==> src/rtl/cpu_pkg.sv <==
// rtl/cpu_pkg.sv - shared EX-stage types for the iterative divider
package cpu_pkg;

   localparam logic [3:0] DIV_TYPE = 4'd2;

   typedef enum logic [1:0] {
      DIV_W  = 2'd0,
      MOD_W  = 2'd1,
      DIV_WU = 2'd2,
      MOD_WU = 2'd3
   } div_sub_e;

   typedef enum logic [1:0] {
      IDLE = 2'd0,
      CALC = 2'd1,
      FIX  = 2'd2,
      DONE = 2'd3
   } div_state_e;

   function automatic logic sub_is_signed(input div_sub_e s);
      return (s == DIV_W) || (s == MOD_W);
   endfunction

   function automatic logic sub_is_mod(input div_sub_e s);
      return (s == MOD_W) || (s == MOD_WU);
   endfunction

endpackage

==> src/rtl/div_iter_step.sv <==
// rtl/div_iter_step.sv - one restoring-division step (shift in dividend bit, trial subtract)
module div_iter_step #(
   parameter int WIDTH = 32
) (
   input  logic [WIDTH-1:0] rem,
   input  logic             dvd_msb,
   input  logic [WIDTH-1:0] dvs,
   output logic [WIDTH-1:0] rem_next,
   output logic             q_bit
);

   // The shifted partial remainder can reach 2*dvs-1, so the trial needs one extra bit.
   logic [WIDTH:0] trial;
   logic [WIDTH:0] diff;

   assign trial    = {rem, dvd_msb};
   assign diff     = trial - {1'b0, dvs};
   assign q_bit    = ~diff[WIDTH];
   assign rem_next = q_bit ? diff[WIDTH-1:0] : trial[WIDTH-1:0];

endmodule

==> src/rtl/div_iter_ctrl.sv <==
// rtl/div_iter_ctrl.sv - multi-cycle signed/unsigned divider with sequencing FSM
module div_iter_ctrl
   import cpu_pkg::*;
#(
   parameter int         WIDTH    = 32,
   parameter logic [3:0] TYPE_DIV = DIV_TYPE
) (
   input  logic             clk,
   input  logic             rst,
   input  logic             in_valid,
   output logic             in_ready,
   input  logic [WIDTH-1:0] rrj,
   input  logic [WIDTH-1:0] rrk,
   input  logic [31:0]      ctr,
   input  logic             flush,
   output logic             busy,
   output logic             out_valid,
   input  logic             out_ready,
   output logic [WIDTH-1:0] divresult
);

   localparam int CW = $clog2(WIDTH) + 1;

   div_state_e       state;
   logic [WIDTH-1:0] dvd;
   logic [WIDTH-1:0] dvs;
   logic [WIDTH-1:0] rem;
   logic [CW-1:0]    cnt;
   logic             q_neg;
   logic             r_neg;
   logic             op_mod;

   logic [4:0]       subtype;
   div_sub_e         sub;
   logic             sub_signed;
   logic             accept;
   logic [WIDTH-1:0] mag_j;
   logic [WIDTH-1:0] mag_k;
   logic [WIDTH-1:0] rem_next;
   logic             q_bit;
   logic [WIDTH-1:0] quo_fix;
   logic [WIDTH-1:0] rem_fix;
   logic             ctr_unused;

   assign subtype    = ctr[11:7];
   assign sub        = div_sub_e'(subtype[1:0]);
   assign sub_signed = sub_is_signed(sub);
   assign accept     = in_valid & in_ready & (ctr[3:0] == TYPE_DIV) & (subtype[4:2] == 3'd0);
   assign ctr_unused = ^{ctr[31:12], ctr[6:4]};

   assign mag_j = (sub_signed & rrj[WIDTH-1]) ? -rrj : rrj;
   assign mag_k = (sub_signed & rrk[WIDTH-1]) ? -rrk : rrk;

   // dvd doubles as the quotient register: dividend bits shift out the top, q bits in the bottom.
   assign quo_fix = q_neg ? -dvd : dvd;
   assign rem_fix = r_neg ? -rem : rem;

   div_iter_step #(.WIDTH(WIDTH)) u_step (
      .rem      (rem),
      .dvd_msb  (dvd[WIDTH-1]),
      .dvs      (dvs),
      .rem_next (rem_next),
      .q_bit    (q_bit)
   );

   always_ff @(posedge clk or posedge rst) begin
      if (rst) begin
         state     <= IDLE;
         in_ready  <= 1'b1;
         busy      <= 1'b0;
         out_valid <= 1'b0;
         divresult <= '0;
         dvd       <= '0;
         dvs       <= '0;
         rem       <= '0;
         cnt       <= '0;
         q_neg     <= 1'b0;
         r_neg     <= 1'b0;
         op_mod    <= 1'b0;
      end else if (flush) begin
         state     <= IDLE;
         in_ready  <= 1'b1;
         busy      <= 1'b0;
         out_valid <= 1'b0;
      end else begin
         case (state)
            IDLE: begin
               if (accept) begin
                  dvd      <= mag_j;
                  dvs      <= mag_k;
                  rem      <= '0;
                  q_neg    <= sub_signed & (rrj[WIDTH-1] ^ rrk[WIDTH-1]);
                  r_neg    <= sub_signed & rrj[WIDTH-1];
                  op_mod   <= sub_is_mod(sub);
                  in_ready <= 1'b0;
                  if (rrk == '0) begin
                     // Divide by zero skips iteration: all-ones quotient, raw dividend remainder.
                     state     <= DONE;
                     out_valid <= 1'b1;
                     divresult <= sub_is_mod(sub) ? rrj : '1;
                  end else begin
                     state <= CALC;
                     busy  <= 1'b1;
                     cnt   <= CW'(WIDTH - 1);
                  end
               end
            end
            CALC: begin
               rem <= rem_next;
               dvd <= {dvd[WIDTH-2:0], q_bit};
               cnt <= cnt - 1'b1;
               if (cnt == '0) begin
                  state <= FIX;
               end
            end
            FIX: begin
               divresult <= op_mod ? rem_fix : quo_fix;
               state     <= DONE;
               busy      <= 1'b0;
               out_valid <= 1'b1;
            end
            DONE: begin
               if (out_ready) begin
                  state     <= IDLE;
                  out_valid <= 1'b0;
                  in_ready  <= 1'b1;
               end
            end
            default: begin
               state <= IDLE;
            end
         endcase
      end
   end

endmodule

==> config.mk <==
export PLATFORM = sky130hd
export DESIGN_NAME = div_iter_ctrl
export DESIGN_NICKNAME = d
export VERILOG_FILES = /design/src/rtl/cpu_pkg.sv /design/src/rtl/div_iter_step.sv /design/src/rtl/div_iter_ctrl.sv
export SDC_FILE = /design/constraint.sdc
export NUM_CORES = 1
export LEC_CHECK = 0
export CORE_ASPECT_RATIO = 0.6
export CORE_MARGIN = 2
export CORE_UTILIZATION = 40
export CTS_CLUSTER_SIZE = 20
export DETAILED_ROUTE_END_ITERATION = 10
export HOLD_SLACK_MARGIN = 0.08
export SETUP_SLACK_MARGIN = 0.02
export SYNTH_ARGS = -nofsm -noshare
export SYNTH_HDL_FRONTEND = slang
export SYNTH_HIERARCHICAL = 1
export SYNTH_SLANG_ARGS = --single-unit
==> constraint.sdc <==
create_clock -name clk -period 6.8 [get_ports clk]
set_clock_uncertainty 0.2 [all_clocks]
set_input_delay 1.7 -clock clk [delete_from_list [all_inputs] [get_ports clk]]
set_output_delay 1.7 -clock clk [all_outputs]
set_load 0.005 [all_outputs]
==> results.md, run 1 <==
* First-pass GRT wire length at 56.7 mm
* Post-Route WL at 35.4 mm
* #FFs+latches synth at 142
* Area delta synth->final at 16.4%
* Worst R2R Path Depth at 15
* Worst setup margin at 1.83 ns
* Post-route insts no fill at 1,873
* Initial DRC count at 936
* DR WL/cell at 18.9 µm
* Syn Inst Count at 1,430
* Largest net degree at the start of global routing at 80
* Post-synth top area share at 0.302
* Initial antenna violation count at 0
* TritonCTS sink count at 142
* Post-synth EDFFs at 0
* Hold_buf cts at 0
* Fin crit period at 4.97 ns
* Max Fanout on Critical Path at 36
* Status: complete, no violations
* H-tree levels at 4
* Worst Hold Depth at 2
* Register area share after synthesis at 0.304
* Die ar. at 0.0306 mm²
* Clk slew on worst S/H paths at 0.06 ns
* GRT Total Usage at 0.236
* RSZ-0062 raised after global routing: no
* Detailed Routing Iterations Pass 1 at 5
* Rows at 48
* Top post-synthesis cells by area: dfrtp_1 (30%), xnor2_1 (7.0%), nand2_1 (6.3%), ha_1 (4.5%), o21ai_0 (4.5%)
* Total vias in the final route at 10.9k
* Fraction of layout cells with a size suffix above 1 at 0.0794
* Avg Cell Area, Syn at 8.17 µm²
* Antenna cell count at 0
* Post-synthesis cell area at 0.0117 mm²
* PortBufs at 112
* Post-CTS Resized at 0
* WP data required at 6.99 ns
* Synthesis Warnings at 6
* Starting Density at 0.406
* Final ANT Viol Nets at 0
* Ports at 136
* Synth top cells by count: nand2_1 (195), dfrtp_1 (141), o21ai_0 (105)
* CTS max path bufs at 2
* Clock network power share at 0.113
* Crit. End Element: flop
* Cell with the most instances after synthesis: nand2_1
* Asr flop ratio synth at 1.00
* DRC Markers at 0
* Die Ht at 136 µm
* Setup Buffers After CTS at 0
* Fin. Hold Viols at 0
* Vias per cell at 5.82
* # placed instances at 1,841
* Reg power frac at 0.173
* Core Region at 0.0288 mm²
* Root Driver: clkbuf_16
* Max IR drop VDD at 0.555 mV
* Grt total ovfl at 0
* Distinct cells, synth at 97
* WP data arrival at 5.15 ns
* GPL Wtd Cong at 0.888
* Setup violators final at 0
* Tightest Pin Transition at 1.08 ns
* Crit Path Category: input pin to flop
* Worst slack, placed at 1.47 ns
* Critical Path Source Type: input pin
* Die X at 225 µm
* Sw Pwr at 0.00426 W
* DP HPWL at 26.3 mm
* Syn_nets at 1,574
* TritonCTS clock tree: built
* Sw Ratio at 0.468
* PwrDens at 669 mW/mm²
* Dominant synthesized flop cell: dfrtp_1
* Vias in the first global route at 10.3k
* Inserted Clock Buffers at 17
* Pint at 0.00483 W
* Slew margin rel. at 0.282
* Period Utilization, post-route at 0.730
* Combinational share of power at 0.715
* Fmax at 201 MHz
* Setup_tns at 0 ns
* Worst Hold Class: flop to flop
* Max-cap violations at 0
* Layout net count at 1,629
* Area leader, netlist: dfrtp_1
* Leakage at 5.76 nW
* Latest clock arrival within the worst-skew pair at 0.45 ns
* Final Max Slew Viols at 0
[path summary, 6_finish.rpt]
check / from / end / slack [ns]
max in group asynchronous: rst / dvs[25] / 3.83
min: dvs[12] / dvs[12] / 0.28
min reg2reg: dvs[12] / dvs[12] / 0.28
max reg2reg: dvd[31] / rem[21] / 2.36
min in group asynchronous: rst / divresult[2] / 1.50
max: rrk[2] / divresult[7] / 1.83
[flip-flops by register name (all words and copies together) (netlist names), 2 cells and up]
name / count
divresult: 32
state: 2
cnt: 6
dvs: 32
rem: 32
dvd: 32
[cell usage in the layout (no fill, tap or decap), types with 19 or more instances in the layout]
cell type and count:
dfrtp_1 141, or3_1 21, o21ai_0 105, nor2_1 100, ha_1 41, inv_1 58, xor2_1 39, a31oi_1 21
a21oi_1 80, o31ai_1 43, nand3_1 60, xnor2_1 94, nor3_1 35, clkdlybuf4s50_1 112, mux2_4 19, nand2_1 195
o22ai_1 23
[cell type report]
type                    instances  area, µm²
clock buffers                  18        439
clock inverters                14        191
fillers                      2863      15200
inverters                      61        241
multi-input cells            1139       7490
flip-flops and latches        142       3550
well taps                     375        469
repair buffers                124       1210
[stage by stage]
stage          utilization  hold slack [ns]  instance area (µm²)  power (W)
2_1_floorplan            -            0.249                11700    0.00694
3_3_place_gp         0.451            0.267                13000    0.00788
3_5_place_dp         0.451            0.271                13000    0.00795
4_1_cts              0.473            0.284                13600    0.00904
5_1_grt              0.473            0.307                13600    0.00978
6_report             0.473            0.278                13600    0.00909
[cells by family after synthesis]
| logic type | Yosys count | synth area share |
|---|---|---|
| mux | 44 | 0.0475 |
| compound gates | 392 | 0.224 |
| simple gates | 527 | 0.221 |
| buf+inv | 149 | 0.0574 |
| fa+ha+maj | 43 | 0.0467 |
| flops | 142 | 0.304 |
| xor+xnor | 133 | 0.0997 |
[power groups by stage]
stage               combinational, W  sequential, W  clock (W)
global route                 0.00709        0.00162    0.00108
floorplan                    0.00552        0.00141          0
global placement             0.00631        0.00157          0
detailed placement           0.00637        0.00158          0
CTS                          0.00643        0.00156    0.00105
finish                       0.00650        0.00157    0.00103
[critical path, cell delays in order]
cell and delay [ns]:
clkdlybuf4s50_1 0.47, or3_1 0.42, nor3b_1 0.80, and4_1 0.54, a31oi_4 0.43, buf_4 0.39, a211oi_1 0.24, a21o_1 0.11
[routing by layer]
layer,part of all wire,up-vias,GRT usage
met4,0.014,0,0.0666
met1,0.51,5284,0.359
met3,0.069,32,0.0488
li1,-,5262,-
met2,0.41,332,0.334
met5,0,-,0
No activity file was read; power rests on OpenSTA's default activity.
==> run 2: changes to the inputs <==
- clock period: 6.8 -> 4.5 ns (I/O delays scaled with it)
==> run 2 against run 1 <==
  * First-iteration DRC count increased by 14%
  * Setup slack worse by 1.3 ns
  * Combinational power is 55% higher
  * Sequential power up 52%
  * Register-to-register slack worse by 1.9 ns
  * Flip-flop and latch count did not move
  * Highest routed layer unchanged
  * Cell count is 0.96% higher
  * Die area unchanged
  * Final area is 0.73% higher
  * Global-route usage increased by 0.37 points
  * Critical path type is now flop to flop
  * Clock-buffer cell count up 7
==> results.md, run 2 (synthesis gave the netlist of run 1 again) <==
* Pint at 0.00736 W (was 0.00483 W)
* GPL Wtd Cong at 0.884 (was 0.888)
* Initial antenna violation count at 0 (unchanged)
* Setup_tns at 0 ns (unchanged)
* DR WL/cell at 18.9 µm (about the same)
* Combinational share of power at 0.727 (was 0.715)
* Most frequent cells in the layout: nand2_1 (195), dfrtp_1 (141), clkdlybuf4s50_1 (112) (unchanged)
* WP data required at 4.63 ns (was 6.99 ns)
* Die X at 225 µm (unchanged)
* Hold_buf cts at 0 (unchanged)
* Worst setup margin at 0.486 ns (was 1.83 ns)
* Slew margin rel. at 0.330 (was 0.282)
* CTS max path bufs at 2 (unchanged)
* GRT Total Usage at 0.240 (was 0.236)
* Critical Path, Cell by Cell: inv_1 -> ha_1 -> fa_1 -> and2b_1 -> o2111ai_2 -> a21oi_2 -> o2111ai_1 -> a211oi_2 -> nor2_4 -> mux2i_4 -> and2_4 -> inv_8 -> mux2_2 -> nand3_1 -> nand2_1 (was clkdlybuf4s50_1 -> or3_1 -> nor3b_1 -> and4_1 -> a31oi_4 -> buf_4 -> a211oi_1 -> a21o_1)
* Detailed Routing Iterations Pass 1 at 5 (unchanged)
* RR Startpoint: dvd[31] (unchanged)
* Largest net degree at the start of global routing at 143 (was 80)
* Layout net count at 1,648 (was 1,629)
* First-pass GRT wire length at 57.3 mm (was 56.7 mm)
* R2R Setup Slk at 0.49 ns (was 2.36 ns)
* DP HPWL at 26.7 mm (was 26.3 mm)
* Clk slew on worst S/H paths at 0.06 ns (about the same)
* Fmax at 249 MHz
* TritonCTS sink count at 142 (unchanged)
* GRT Max-Usage Layer: met1 (unchanged)
* Clock network power share at 0.101 (was 0.113)
* Fin crit period at 4.01 ns
* Crit Path Category: flop to flop (was input pin to flop)
* Max Fanout on Critical Path at 24 (was 36)
* WP data arrival at 4.15 ns (was 5.15 ns)
* Rows at 48 (unchanged)
* Status: complete, no violations (unchanged)
* TritonCTS clock tree: built (unchanged)
* Core Region at 0.0288 mm² (unchanged)
* Inserted Clock Buffers at 17 (unchanged)
* Setup Buffers After CTS at 0 (unchanged)
* Commonest non-fill, non-tap cell in the layout: nand2_1 (unchanged)
* Tightest Pin Transition at 1.01 ns (was 1.08 ns)
* Worst Hold Depth at 2 (unchanged)
* Crit-path slowest cell: dfrtp_1 (was nor3b_1)
* Fin. Hold Viols at 0 (unchanged)
* Max-cap violations at 0 (unchanged)
* Vias in the first global route at 10.3k (about the same)
* Max IR drop VDD at 1.38 mV (was 0.555 mV)
* HP Start: dvs[3] (was dvs[12])
* Initial DRC count at 1,070 (was 936)
* Post-Route WL at 35.7 mm (was 35.4 mm)
* Crit. End Element: flop (unchanged)
* # fillers at 2,789 (was 2,863)
* Ports at 136 (unchanged)
* Antenna cell count at 0 (unchanged)
* Hold endpoint: dvs[3] (was dvs[12])
* Setup violators final at 0 (unchanged)
* Reg power frac at 0.172 (was 0.173)
* Sw Pwr at 0.00649 W (was 0.00426 W)
* PortBufs at 112 (unchanged)
* H-tree levels at 4 (unchanged)
* Starting Density at 0.406 (unchanged)
* Total vias in the final route at 11.0k (was 10.9k)
* Latest clock arrival within the worst-skew pair at 0.45 ns (about the same)
* Period Utilization, post-route at 0.892
* DRC Markers at 0 (unchanged)
* RSZ-0062 raised after global routing: no (unchanged)
* Worst R2R Path Depth at 15 (unchanged)
* Critical Path Source Type: flop (was input pin)
* Crit path largest cell delay at 0.50 ns (was 0.80 ns)
* Final ANT Viol Nets at 0 (unchanged)
* Worst slack, placed at 0.483 ns (was 1.47 ns)
* Met1 Usage GRT at 0.365 (was 0.359)
* Reg2reg end: rem[5] (was rem[21])
* Post-CTS Resized at 0 (unchanged)
* Met2 GRT Util at 0.343 (was 0.334)
* Die ar. at 0.0306 mm² (unchanged)
* Grt total ovfl at 0 (unchanged)
* Worst Hold Class: flop to flop (unchanged)
* PwrDens at 1010 mW/mm² (was 669 mW/mm²)
* Area delta synth->final at 17.2% (was 16.4%)
* Vias per cell at 5.80 (was 5.82)
* Die Ht at 136 µm (unchanged)
* Root Driver: clkbuf_16 (unchanged)
* Sw Ratio at 0.469 (was 0.468)
* Leakage at 5.84 nW (was 5.76 nW)
* Fraction of layout cells with a size suffix above 1 at 0.0884 (was 0.0794)
* Final Max Slew Viols at 0 (unchanged)
* GRT met3 Usage at 0.0590 (was 0.0488)
==> run 2: changes by cell type in the layout (fill, tap and decap cells not counted) <==
cell	change
inv_6	-2
buf_12	+2
clkinv_2	+1
clkinv_4	-2
buf_4	+17
clkbuf_1	+3
clkinvlp_4	-2
clkbuf_8	+4
bufinv_16	-3
==> run 2: worst max-delay path by stage <==
stage                     startpoint            to  slack, ns  cells past startpoint
after global placement       rrk[10]  divresult[7]       0.50                      8
after floorplan              dvd[31]       rem[13]       0.92                     17
after CTS                    dvd[31]        rem[5]       0.52                     15
final                        dvd[31]        rem[5]       0.49                     15
after global routing         dvd[31]        rem[5]       0.30                     15
after detailed placement     rrk[10]  divresult[7]       0.48                      8
==> run 2: final cells by class <==
cell class / instances / area, µm² / area share
multi-input cells: 1139 / 7490 / 0.547
flip-flops and latches: 142 / 3550 / 0.260
repair buffers: 143 / 1380 / 0.101
clock buffers: 25 / 505 / 0.0369
well taps: 375 / 469 / 0.0343
inverters: 61 / 240 / 0.0175
clock inverters: 6 / 57.6 / 0.00420
==> run 2: power groups by stage <==
| stage | registers (W) | clock network, W | logic, W |
|---|---|---|---|
| floorplan | 0.00213 | 0 | 0.00835 |
| global placement | 0.00238 | 0 | 0.00978 |
| detailed placement | 0.00239 | 0 | 0.00989 |
| CTS | 0.00238 | 0.00142 | 0.00994 |
| global route | 0.00246 | 0.00149 | 0.0109 |
| finish | 0.00239 | 0.00140 | 0.0101 |
==> run 2: per-stage QoR <==
step           hold WS, ns  total power [W]  area [µm²]  std cells   util
2_1_floorplan        0.249           0.0105       11700       1430      -
3_3_place_gp         0.265           0.0122       13100       1860  0.456
3_5_place_dp         0.270           0.0123       13100       1860  0.456
4_1_cts              0.283           0.0137       13700       1891  0.476
5_1_grt              0.304           0.0149       13700       1891  0.476
6_report             0.279           0.0139       13700       1891  0.476
==> run 2: layer usage <==
| layer | vias to the layer above | wire length [µm] |
|---|---|---|
| met5 | - | 0 |
| met2 | 316 | 14600 |
| li1 | 5311 | - |
| met3 | 24 | 2450 |
| met1 | 5309 | 18400 |
| met4 | 0 | 270 |
==> run 2: worst max-delay path, delay by kind of cell (launching register included) <==
family | cells | cell delay (ns)
compound gates | 4 | 1.02
simple gates | 5 | 0.69
fa+ha+maj | 2 | 0.62
mux | 2 | 0.57
flops | 1 | 0.50
buf+inv | 2 | 0.28
